**src/rtl/pwm_pkg.sv**
```systemverilog
// pwm_pkg: shared constants and helpers for the PWM generator and related timers.
package pwm_pkg;

    function automatic int reset_duty(input int res);
        return 1 << (res - 1);
    endfunction

    // Inc and dec together cancel; each direction saturates at its end of the range.
    function automatic int sat_step(input int v, input logic inc, input logic dec, input int max);
        return (inc && !dec) ? ((v >= max) ? max : v + 1) :
               (dec && !inc) ? ((v <= 0) ? 0 : v - 1) : v;
    endfunction

    function automatic int stagger_off(input int i, input int res, input int ch);
        return i * ((1 << res) / ch);
    endfunction

endpackage

```
**src/rtl/pwm_prescaler.sv**
```systemverilog
// pwm_prescaler: one tick every div+1 clk while en; div is re-latched at each wrap.
module pwm_prescaler #(
    parameter int DIV_W = 4
) (
    input  logic             clk,
    input  logic             rst,
    input  logic             en,
    input  logic [DIV_W-1:0] div,
    output logic             tick
);

    logic [DIV_W-1:0] pcnt;
    logic [DIV_W-1:0] div_l;

    assign tick = en && (pcnt == div_l);

    always_ff @(posedge clk or posedge rst) begin
        if (rst) begin
            pcnt  <= '0;
            div_l <= '0;
        end else if (!en || tick) begin
            pcnt  <= '0;
            div_l <= div;
        end else begin
            pcnt  <= pcnt + 1'b1;
        end
    end

endmodule

```
**src/rtl/pwm_multi.sv**
```systemverilog
// pwm_multi: CH-channel PWM with shadowed duty committed at period start.
// Define PWM_PHASE_STAGGER_EN to interleave channel edges evenly across the period.
module pwm_multi
    import pwm_pkg::*;
#(
    parameter int CH    = 4,
    parameter int RES   = 8,
    parameter int DIV_W = 4
) (
    input  logic              clk,
    input  logic              rst,
    input  logic              en,
    input  logic [DIV_W-1:0]  div,
    input  logic [CH*RES-1:0] duty,
    input  logic [CH-1:0]     duty_load,
    input  logic [CH-1:0]     duty_inc,
    input  logic [CH-1:0]     duty_dec,
    output logic [CH-1:0]     pwm_out,
    output logic              period_tick,
    output logic [CH*RES-1:0] duty_q
);

    localparam logic [RES-1:0] RST_DUTY = RES'(reset_duty(RES));
    localparam int MAX_DUTY = (1 << RES) - 1;

    logic           tick;
    logic [RES-1:0] cnt;
    logic           start;

    pwm_prescaler #(.DIV_W(DIV_W)) u_pre (
        .clk  (clk),
        .rst  (rst),
        .en   (en),
        .div  (div),
        .tick (tick)
    );

    // Period start is the tick that compares count 0; commit and period_tick land on it.
    assign start = tick && (cnt == '0);

    always_ff @(posedge clk or posedge rst) begin
        if (rst) begin
            cnt         <= '0;
            period_tick <= 1'b0;
        end else if (!en) begin
            cnt         <= '0;
            period_tick <= 1'b0;
        end else begin
            period_tick <= start;
            if (tick) cnt <= cnt + 1'b1;
        end
    end

    for (genvar g = 0; g < CH; g++) begin : g_ch
        logic [RES-1:0] sh;
        logic [RES-1:0] act;
        logic [RES-1:0] nxt_act;
        logic [RES-1:0] cnt_ch;
        logic           pwm_r;
`ifdef PWM_PHASE_STAGGER_EN
        assign cnt_ch = cnt + RES'(stagger_off(g, RES, CH));
`else
        assign cnt_ch = cnt;
`endif
        // The count-0 compare already uses the newly committed duty.
        assign nxt_act = start ? sh : act;
        always_ff @(posedge clk or posedge rst) begin
            if (rst) begin
                sh    <= RST_DUTY;
                act   <= RST_DUTY;
                pwm_r <= 1'b0;
            end else begin
                sh <= duty_load[g] ? duty[g*RES +: RES]
                                   : RES'(sat_step(int'(sh), duty_inc[g], duty_dec[g], MAX_DUTY));
                if (!en) begin
                    act   <= sh;
                    pwm_r <= 1'b0;
                end else if (tick) begin
                    act   <= nxt_act;
                    pwm_r <= cnt_ch < nxt_act;
                end
            end
        end
        assign pwm_out[g]           = pwm_r;
        assign duty_q[g*RES +: RES] = act;
    end

endmodule

```
**config.mk**
```make
export PLATFORM = sky130hd
export DESIGN_NAME = pwm_multi
export DESIGN_NICKNAME = d
export VERILOG_FILES = /design/src/rtl/pwm_pkg.sv /design/src/rtl/pwm_prescaler.sv /design/src/rtl/pwm_multi.sv
export SDC_FILE = /design/constraint.sdc
export NUM_CORES = 1
export LEC_CHECK = 0
export ABC_AREA = 0
export CAP_MARGIN = 10
export CORE_ASPECT_RATIO = 2
export CORE_MARGIN = 2
export CORE_UTILIZATION = 56
export CTS_CLUSTER_DIAMETER = 150
export CTS_CLUSTER_SIZE = 20
export DETAILED_ROUTE_END_ITERATION = 6
export PLACE_DENSITY = 0.82
export SYNTH_ARGS = -nofsm -noshare
export SYNTH_HDL_FRONTEND = slang
export SYNTH_SLANG_ARGS = --single-unit
```
**constraint.sdc**
```tcl
create_clock -name clk -period 3.7 [get_ports clk]
set_input_delay 0.74 -clock clk [delete_from_list [all_inputs] [get_ports clk]]
set_output_delay 0.74 -clock clk [all_outputs]
set_load 0.005 [all_outputs]
```
# == Word level (Yosys, flattened, before mapping) ==
# Index checks and enable logic that the tools add are counted.
# totals
word_cells,109
regBits,85
input_bits,51
output_inout_bits,37
# op_classes
n_reduce_logical,25
n_addsub,10
order_cmp,12
muxes,44
n_eq_ne,2
# ops
operator,n
$mux W8,34
$add A8 B1 Y8 const B,5
$ge A8 B8 Y1 const B,4
$le A8 B1 Y1 const B,4
$lt A8 B8 Y1,4
$sub A8 B1 Y8 const B,4
$reduce_bool A3 Y1,4
$logic_and A1 B1 Y1,10
$logic_not A1 Y1,9
$mux W1,9
$logic_not A8 Y1,1
$add A4 B1 Y4 const B,1
$eq A4 B4 Y1,1
$mux W4,1
$ne A2 B1 Y1 const B,1
$logic_or A1 B1 Y1,1

# == Depth between registers and ports, before layout ==
# Gate-level depths: netlist of the first run.
# logic_depth
ltp_word,7
mapped_depth,14
ltp_nobuf,12

# == By module ==
# A second synthesis of the first run with hierarchy kept.
# unflattened
hier_cells,699
hier_area_um2,6349.8
# by_module_without_submodules
module,seq_area_each_um2,n_inst,area_each_um2,cells_each
pwm_multi,1936.9,1,5972.0,670
pwm_prescaler,200.2,1,377.9,29

# == Least setup slack after synthesis of the first run ==
# Ideal clock, no wire load.
# synth_path
kind,register -> register
from,register cnt[0]
to,register g_ch[1].pwm_r
arrival_time_ns,3.047
synth_period_minus_slack_ns,3.129
slack_ns,0.571
path_buffers,2
path_stages_with_launch,15
required_time_ns,3.617
setup_time_ns,0.083
path_cell_list,dfrtp_1 > inv_1 > ha_1 > nor4bb_1 > nand2_1 > nor2_1 > buf_4 > buf_6 > mux2i_1 > ha_1 > a21oi_1 > o21ai_0 > nor4b_1 > nand2_1 > o21ai_0
# synth_between
elab_chain_cells,6
# synth_rtl
element,line_no,text
from (decl),pwm_multi.sv:27,logic [RES-1:0] cnt;
from (signal assigned),pwm_multi.sv:50,if (tick) cnt <= cnt + 1'b1;
$logic_not A8 Y1,pwm_multi.sv:39,assign start = tick && (cnt == '0);
$logic_and A1 B1 Y1,pwm_multi.sv:39,
$mux W8,pwm_multi.sv:66,assign nxt_act = start ? sh : act;
$lt A8 B8 Y1 *,pwm_multi.sv:80,pwm_r <= cnt_ch < nxt_act;
$mux W1 *,pwm_multi.sv:78,end else if (tick) begin
$mux W1 *,pwm_multi.sv:75,if (!en) begin
to (signal assigned),pwm_multi.sv:80,
to (decl),pwm_multi.sv:59,logic pwm_r;
# Every way passes the cells marked *; elsewhere a longest branch is shown, timed or not. The select of a mux whose other input is x is not followed.
# A chain may end at the register's enable or synchronous reset.

# == Worst setup path after layout of the first run ==
# layout_path
from,register cnt[0]
to,register g_ch[3].pwm_r
# layout_between
elab_chain_cells,6
# layout_rtl
element,line_no
$logic_not A8 Y1,pwm_multi.sv:39
$logic_and A1 B1 Y1,pwm_multi.sv:39
$mux W8,pwm_multi.sv:66
$lt A8 B8 Y1 *,pwm_multi.sv:80
$mux W1 *,pwm_multi.sv:78
$mux W1 *,pwm_multi.sv:75
to (signal assigned),pwm_multi.sv:80
to (decl),pwm_multi.sv:59
# Marks and branches as above.

==> reports/summary.md, run 1 <==
## Power
- 462 nW/µm² — total power per unit cell area
- 0.399 — part of the power in registers
- 0.298 mV — maximum vdd drop
- 0.294 — part of the total power dissipated in the clock network
- 0.307 — power share of the combinational group
- 2280 µW — Cell Int Power
- 0.334 — fraction of power spent switching nets
- 1150 µW — net load switching power
- 0.00298 µW — static leakage

## STA
- 0.939 — final cycle utilization of the critical path
- 0 — Hold Vio Cnt, Final
- 0 ps — accumulated negative setup slack
- 227 ps — minimum setup slack in the final design
- 0.277 — relative max-transition margin
- no — unrepaired setup endpoints after global routing
- 0 — final setup violation count
- 3470 ps — shortest clock period the worst path allows after layout
- 1070 ps — slew at the pin closest to its max-slew limit
- 8.18 ps — clock tree skew after final layout
- 0.288 GHz — maximum clock frequency
- 0 — Final Slew Violations

## Critical path
- dfrtp_1 — Crit-path slowest cell
- flip-flop — kind of launch point of the worst setup path
- g_ch[3].pwm_r — Reg2Reg Capture Point
- 3730 ps — critical path arrival
- cnt[0] — Critical Path Start
- 480 ps — delay contributed by the slowest stage of the critical path
- cnt[0] — source of the worst register-to-register timing path
- ha_1 — CP most frequent cell
- 3950 ps — Required @ worst endpoint
- compound AO/OA/AOI/OAI gates — Worst path top cell family by delay
- 13 — instance count on the critical path
- 13 — depth of the most critical reg-to-reg path
- g_ch[3].pwm_r — crit path capture
- inv_1 > ha_1 > nor4bb_1 > nand2_1 > nor2_4 > buf_4 > mux2i_1 > ha_1 > a211oi_1 > o21ai_0 > o31ai_2 > nor2_1 > a21oi_1 — sequence of cells on the critical path
- reg2reg — worst setup path class
- flip-flop — kind of end point of the critical path
- 230 ps — worst setup slack for register-to-register paths
- 2 — sum of buffers and inverters on the critical path
- 8 — critical path fanouts, max

## Synthesis
- 766 — synthesized netlist net count
- 0.0793 — Adder-Cell Fraction of Synth Area
- dfrtp_1 — cell with the most instances after synthesis
- dfrtp_1 — most common flop cell mapped by yosys
- 0 — Syn. warnings
- dfrtp_1, ha_1, mux2_2 — ranking of synthesized cells by area
- dfrtp_1, nand2_1, a21oi_1, ha_1, clkbuf_1 — commonest cells in the netlist
- 0 — EDFF count, synth
- 0.186 — Synth Area in Compound Gates
- 676 — Cells after Synth
- 0.0328 — XOR/XNOR Fraction of Synth Area
- compound AO/OA/AOI/OAI gates — largest family of logic cells by synthesized area
- dfrtp_1 — Yosys top cell by area
- 85 — Synth Register Bits
- 1.00 — share of synthesized registers carrying an async set or reset
- 67 — number of distinct library cells after synthesis
- 0.347 — register area share after synthesis
- 0.181 — simple-gate share of the synthesized area
- 0.121 — portion of netlist area occupied by mux cells
- 6150 µm² — cell area after technology mapping
- 0.313 — share of the synthesized area in the top cell type
- 9.10 µm² — Mapped Avg Cell Area

## Finish
- 0 — ant diodes
- 827 — Post-layout nets
- 858 — number of filler cells placed in the layout
- 20.6% — Area growth, synth to finish
- 0.686 — share of the core filled with cells
- 0.111 — proportion of layout cells with a drive suffix above 1

## Drt
- 0 — number of nets still failing antenna checks after routing
- 0 — DRC errors left
- 5775 — DR vias
- 19.3 µm — post-DR wirelength/cell
- 378 — drt initial violations
- 6.55 — via count normalized by instance count
- 6 — length of the first detailed-routing pass in iterations
- 17000 µm — final WL

## Clocking
- 2 — maximum buffer depth of the clock tree
- 3 — Max H-tree Level
- 350 ps — clock network latency to the later pin of the worst-skew pair
- 70 ps — clock edge transition at the registers on the reported setup and hold paths
- done — CTS tree
- clkbuf_16 — library cell used as clock root buffer
- 85 — clk sink count
- 9 — total CTS buffers

## Place
- 12300 µm — HPWL Detailed
- 0.927 — final weighted congestion in routability-driven placement
- 87 — IO Port Bufs
- 103 ps — post-place setup slack

## Floorplanning
- 88 — I/O pin cnt
- 152 µm — height of the chip
- 11900 µm² — floorplan die area
- 0.569 — starting density of the core
- 54 — number of placement rows
- 10800 µm² — placeable core region
- 78.1 µm — die width

## GRT
- 5758 — via count of the first global-routing pass
- 48 — pin count of the biggest net entering global routing
- 27900 µm — first-pass GRT wire length
- 0 — global route overflow
- 0.291 — GR Util All Layers
- 0 — number of antenna violations at the first check in global routing

## Worst hold path
- u_pre.pcnt[0] — startpoint of the tightest hold check path
- reg2reg — class of the worst hold path

## Run status
- finished clean — status

## Flow run
- 0 — max_cap viols

==> stage by stage <==
stage / cells / total power [µW] / instance area [µm²] / hold slack [ps]
final: 882 / 3430 / 7420 / 533
after detailed placement: 866 / 2410 / 7080 / 507
after CTS: 882 / 3430 / 7410 / 530
after global placement: 866 / 2360 / 7080 / 484
after floorplan: 676 / 1970 / 6150 / 470
after global routing: 882 / 3610 / 7420 / 563
==> per-layer routing <==
metal  track usage  up-vias  wire length, µm
met5             0        -                0
met4         0.147        0              713
met3        0.0415       76              881
met2         0.535      270             9210
met1         0.317     2758             6180
li1              -     2671                -
==> worst register-to-register path: cells and delay by family, from the launching register on <==
| kind | cells | cell delay, ps |
|---|---|---|
| AOI/OAI and AO/OA | 4 | 940 |
| buffers and inverters | 2 | 420 |
| DFF | 1 | 480 |
| adders and majority gates | 2 | 490 |
| and+or+nand+nor | 4 | 830 |
| muxes | 1 | 240 |
==> area by class of cell <==
type | count | area (µm²) | share of cell area
flip-flops and latches | 85 | 2140 | 0.288
well taps | 140 | 175 | 0.0236
clock buffers | 11 | 243 | 0.0327
multi-input cells | 516 | 3700 | 0.499
inverters | 26 | 98.8 | 0.0133
repair buffers | 99 | 973 | 0.131
clock inverters | 5 | 85.1 | 0.0115
==> registers in the layout, summed over array words and instances, names as in the netlist <==
name         flops
g_ch.act        32
g_ch.sh         32
cnt              8
g_ch.pwm_r       4
u_pre.div_l      4
u_pre.pcnt       4
period_tick      1
==> worst min-delay path by stage <==
stage	to	slack, ps	depth (start not counted)
after floorplan	u_pre.pcnt[0]	470	1
after global placement	u_pre.pcnt[0]	480	1
after detailed placement	u_pre.pcnt[0]	510	1
after CTS	u_pre.pcnt[0]	530	1
after global routing	u_pre.pcnt[0]	560	1
final	u_pre.pcnt[0]	530	1
==> power by group through the flow <==
| stage | registers [µW] | logic (µW) | clock network (µW) |
|---|---|---|---|
| after global routing | 1390 | 1160 | 1060 |
| after CTS | 1360 | 1050 | 1020 |
| after floorplan | 1220 | 746 | 0 |
| after global placement | 1370 | 994 | 0 |
| final | 1370 | 1050 | 1010 |
| after detailed placement | 1370 | 1040 | 0 |
==> logic make-up (layout without fill, tap and decap cells) <==
kind of cell	after synthesis	after routing
AOI/OAI and AO/OA	180	180
xor gates and xnor gates	23	23
adders and majority gates	39	39
buffers and inverters	75	141
DFF	85	85
muxes	70	70
and+or+nand+nor	204	204
==> layout by cell type (no fill, tap or decap), types with 5 or more instances in the layout <==
cell	n
a21oi_1	43
a22oi_1	5
a31oi_1	17
and2_1	9
and3_1	8
buf_4	11
clkbuf_16	9
clkdlybuf4s50_1	87
dfrtp_1	77
dfstp_2	8
ha_1	39
inv_1	22
mux2_2	35
mux2i_1	34
nand2_1	49
nand2b_1	11
nand3_1	18
nand4_1	16
nor2_1	27
nor2b_1	9
nor3_1	14
nor4_1	7
nor4b_1	5
o21ai_0	35
o22ai_1	29
o31ai_1	6
or3_1	5
xnor2_1	13
xor2_1	10
==> repair_timing <==
action                                  CTS  global route
resized for setup                         0             1
endpoints found under the setup margin    0             1
buffers inserted                          0             0
hold buffers                              0             0
Note: power is estimated with default switching activity, not from simulation.
==> run 2, diff against run 1 <==
--- a/config.mk
+++ b/config.mk
@@ -13,7 +13,10 @@
 export CTS_CLUSTER_DIAMETER = 150
 export CTS_CLUSTER_SIZE = 20
 export DETAILED_ROUTE_END_ITERATION = 6
+export MAX_ROUTING_LAYER = met4
 export PLACE_DENSITY = 0.82
+export REMOVE_ABC_BUFFERS = 1
+export SLEW_MARGIN = 5
 export SYNTH_ARGS = -nofsm -noshare
 export SYNTH_HDL_FRONTEND = slang
 export SYNTH_SLANG_ARGS = --single-unit
==> reports/summary.md, run 2 (synthesis results as in run 1) <==
## Run status
- finished clean — status

## Clocking
- 85 — clk sink count
- 3 — Max H-tree Level
- 60 ps — clock edge transition at the registers on the reported setup and hold paths
- 2 — maximum buffer depth of the clock tree
- 0 — post-CTS setup buffers
- 0 — number of gates resized after CTS
- 350 ps — clock network latency to the later pin of the worst-skew pair
- done — CTS tree
- clkbuf_16 — library cell used as clock root buffer
- 9 — total CTS buffers
- 0 — hold buffer count at cts

## Place
- 87 — IO Port Bufs
- 19.2 ps — post-place setup slack
- 0.952 — final weighted congestion in routability-driven placement
- 12500 µm — HPWL Detailed
- 869 — Placed Instances

## Critical path
- 3690 ps — critical path arrival
- g_ch[3].pwm_r — Reg2Reg Capture Point
- flip-flop — kind of launch point of the worst setup path
- 15 — critical path fanouts, max
- cnt[0] — source of the worst register-to-register timing path
- 280 ps — worst setup slack for register-to-register paths
- flip-flop — kind of end point of the critical path
- 13 — depth of the most critical reg-to-reg path
- 3970 ps — Required @ worst endpoint
- reg2reg — worst setup path class

## Drt
- 19.2 µm — post-DR wirelength/cell
- 5738 — DR vias
- 16900 µm — final WL
- 0 — DRC errors left
- 5 — length of the first detailed-routing pass in iterations
- 6.48 — via count normalized by instance count
- 344 — drt initial violations
- 0 — number of nets still failing antenna checks after routing

## Floorplanning
- 152 µm — height of the chip
- 88 — I/O pin cnt
- 10800 µm² — placeable core region
- 54 — number of placement rows
- 0.569 — starting density of the core
- 78.1 µm — die width
- 11900 µm² — floorplan die area

## GRT
- 5946 — via count of the first global-routing pass
- 40 — pin count of the biggest net entering global routing
- 0 — number of antenna violations at the first check in global routing
- 0 — global route overflow
- 27900 µm — first-pass GRT wire length
- 0.301 — GR Util All Layers

## Worst hold path
- u_pre.pcnt[0] — startpoint of the tightest hold check path
- u_pre.pcnt[0] — end point of the most critical hold path
- 1 — depth of the worst hold-timing path
- reg2reg — class of the worst hold path

## STA
- 0 — final setup violation count
- 0.292 GHz — maximum clock frequency
- 0 — Final Slew Violations
- 1120 ps — slew at the pin closest to its max-slew limit
- 0 — Hold Vio Cnt, Final
- 9.67 ps — clock tree skew after final layout
- 3420 ps — shortest clock period the worst path allows after layout
- 0.245 — relative max-transition margin
- 0.925 — final cycle utilization of the critical path
- no — unrepaired setup endpoints after global routing
- 276 ps — minimum setup slack in the final design

## Finish
- 0.114 — proportion of layout cells with a drive suffix above 1
- 885 — final cell count without fillers
- 830 — Post-layout nets
- 852 — number of filler cells placed in the layout
- 0 — ant diodes
- clkdlybuf4s50_1, dfrtp_1, nand2_1 — commonest non-fill, non-tap cells in the layout
- g_ch.act (32), g_ch.sh (32), cnt (8) — registers with the most flip-flops
- clkdlybuf4s50_1 — most common library cell in the layout ignoring fill and taps
- 20.5% — Area growth, synth to finish

## Power
- 0.00298 µW — static leakage
- 446 nW/µm² — total power per unit cell area
- 2180 µW — Cell Int Power
- 1130 µW — net load switching power
- 0.341 — fraction of power spent switching nets
- 0.267 — part of the total power dissipated in the clock network
- 0.373 mV — maximum vdd drop
- 0.319 — power share of the combinational group
- 0.414 — part of the power in registers

## Flow run
- 0 — max_cap viols

run 2: cell types whose count changed in the layout (fill, tap and decap cells not counted), sizes merged:
| cell | delta |
|---|---|
| buf | +3 |
| bufinv | -2 |
| clkbuf | +2 |
| clkinvlp | +1 |
| clkinv | -1 |
run 2: per-stage QoR:
stage | util | hold WS (ps) | total power (µW) | TNS, ps | instance area (µm²)
floorplan | - | 470 | 1920 | -3230 | 5930
global placement | 0.658 | 483 | 2360 | 0 | 7120
detailed placement | 0.658 | 511 | 2420 | 0 | 7120
CTS | 0.685 | 527 | 3310 | 0 | 7410
global route | 0.686 | 550 | 3480 | 0 | 7410
finish | 0.686 | 533 | 3310 | 0 | 7410
run 2: worst max path at each step:
stage                          endpoint  startpoint  cells after the start
after CTS                 g_ch[3].pwm_r      cnt[0]                     13
after floorplan           g_ch[3].pwm_r      cnt[0]                     12
after global placement    g_ch[2].pwm_r          en                     12
final                     g_ch[3].pwm_r      cnt[0]                     13
after detailed placement  g_ch[2].pwm_r          en                     12
after global routing      g_ch[3].pwm_r      cnt[0]                     13
run 2: routing by layer:
layer / track usage / routed length, µm / part of all wire / vias to the layer above
met1: 0.305 / 6080 / 0.36 / 2780
met2: 0.548 / 9510 / 0.56 / 242
met4: 0.163 / 632 / 0.037 / 0
met5: - / 0 / 0 / -
li1: - / - / - / 2660
met3: 0.0355 / 727 / 0.043 / 56
run 2: worst max-delay path, cell delays in order (launching register included):
cell and delay [ps]:
dfrtp_1 480, inv_1 220, ha_1 210, nor4bb_2 330
nand2_1 200, nor2_4 200, buf_12 180, mux2i_1 220
ha_1 270, a211oi_1 310, o21ai_0 150, o31ai_1 330
nor2_1 100, a21oi_1 150
run 2: layout make-up:
| cell class | count | area (µm²) | area share |
|---|---|---|---|
| Clock buffer | 13 | 270 | 0.0364 |
| Clock inverter | 3 | 20.0 | 0.00270 |
| Inverter | 26 | 98.8 | 0.0133 |
| Multi-Input combinational cell | 516 | 3700 | 0.500 |
| Sequential cell | 85 | 2140 | 0.288 |
| Tap cell | 140 | 175 | 0.0236 |
| Timing Repair Buffer | 102 | 1010 | 0.136 |
run 2: power groups by stage:
stage          clock, µW  sequential (µW)  combinational (µW)
2_1_floorplan          0             1300                 620
3_3_place_gp           0             1370                 996
3_5_place_dp           0             1380                1040
4_1_cts              899             1360                1050
5_1_grt              931             1390                1160
6_report             883             1370                1050
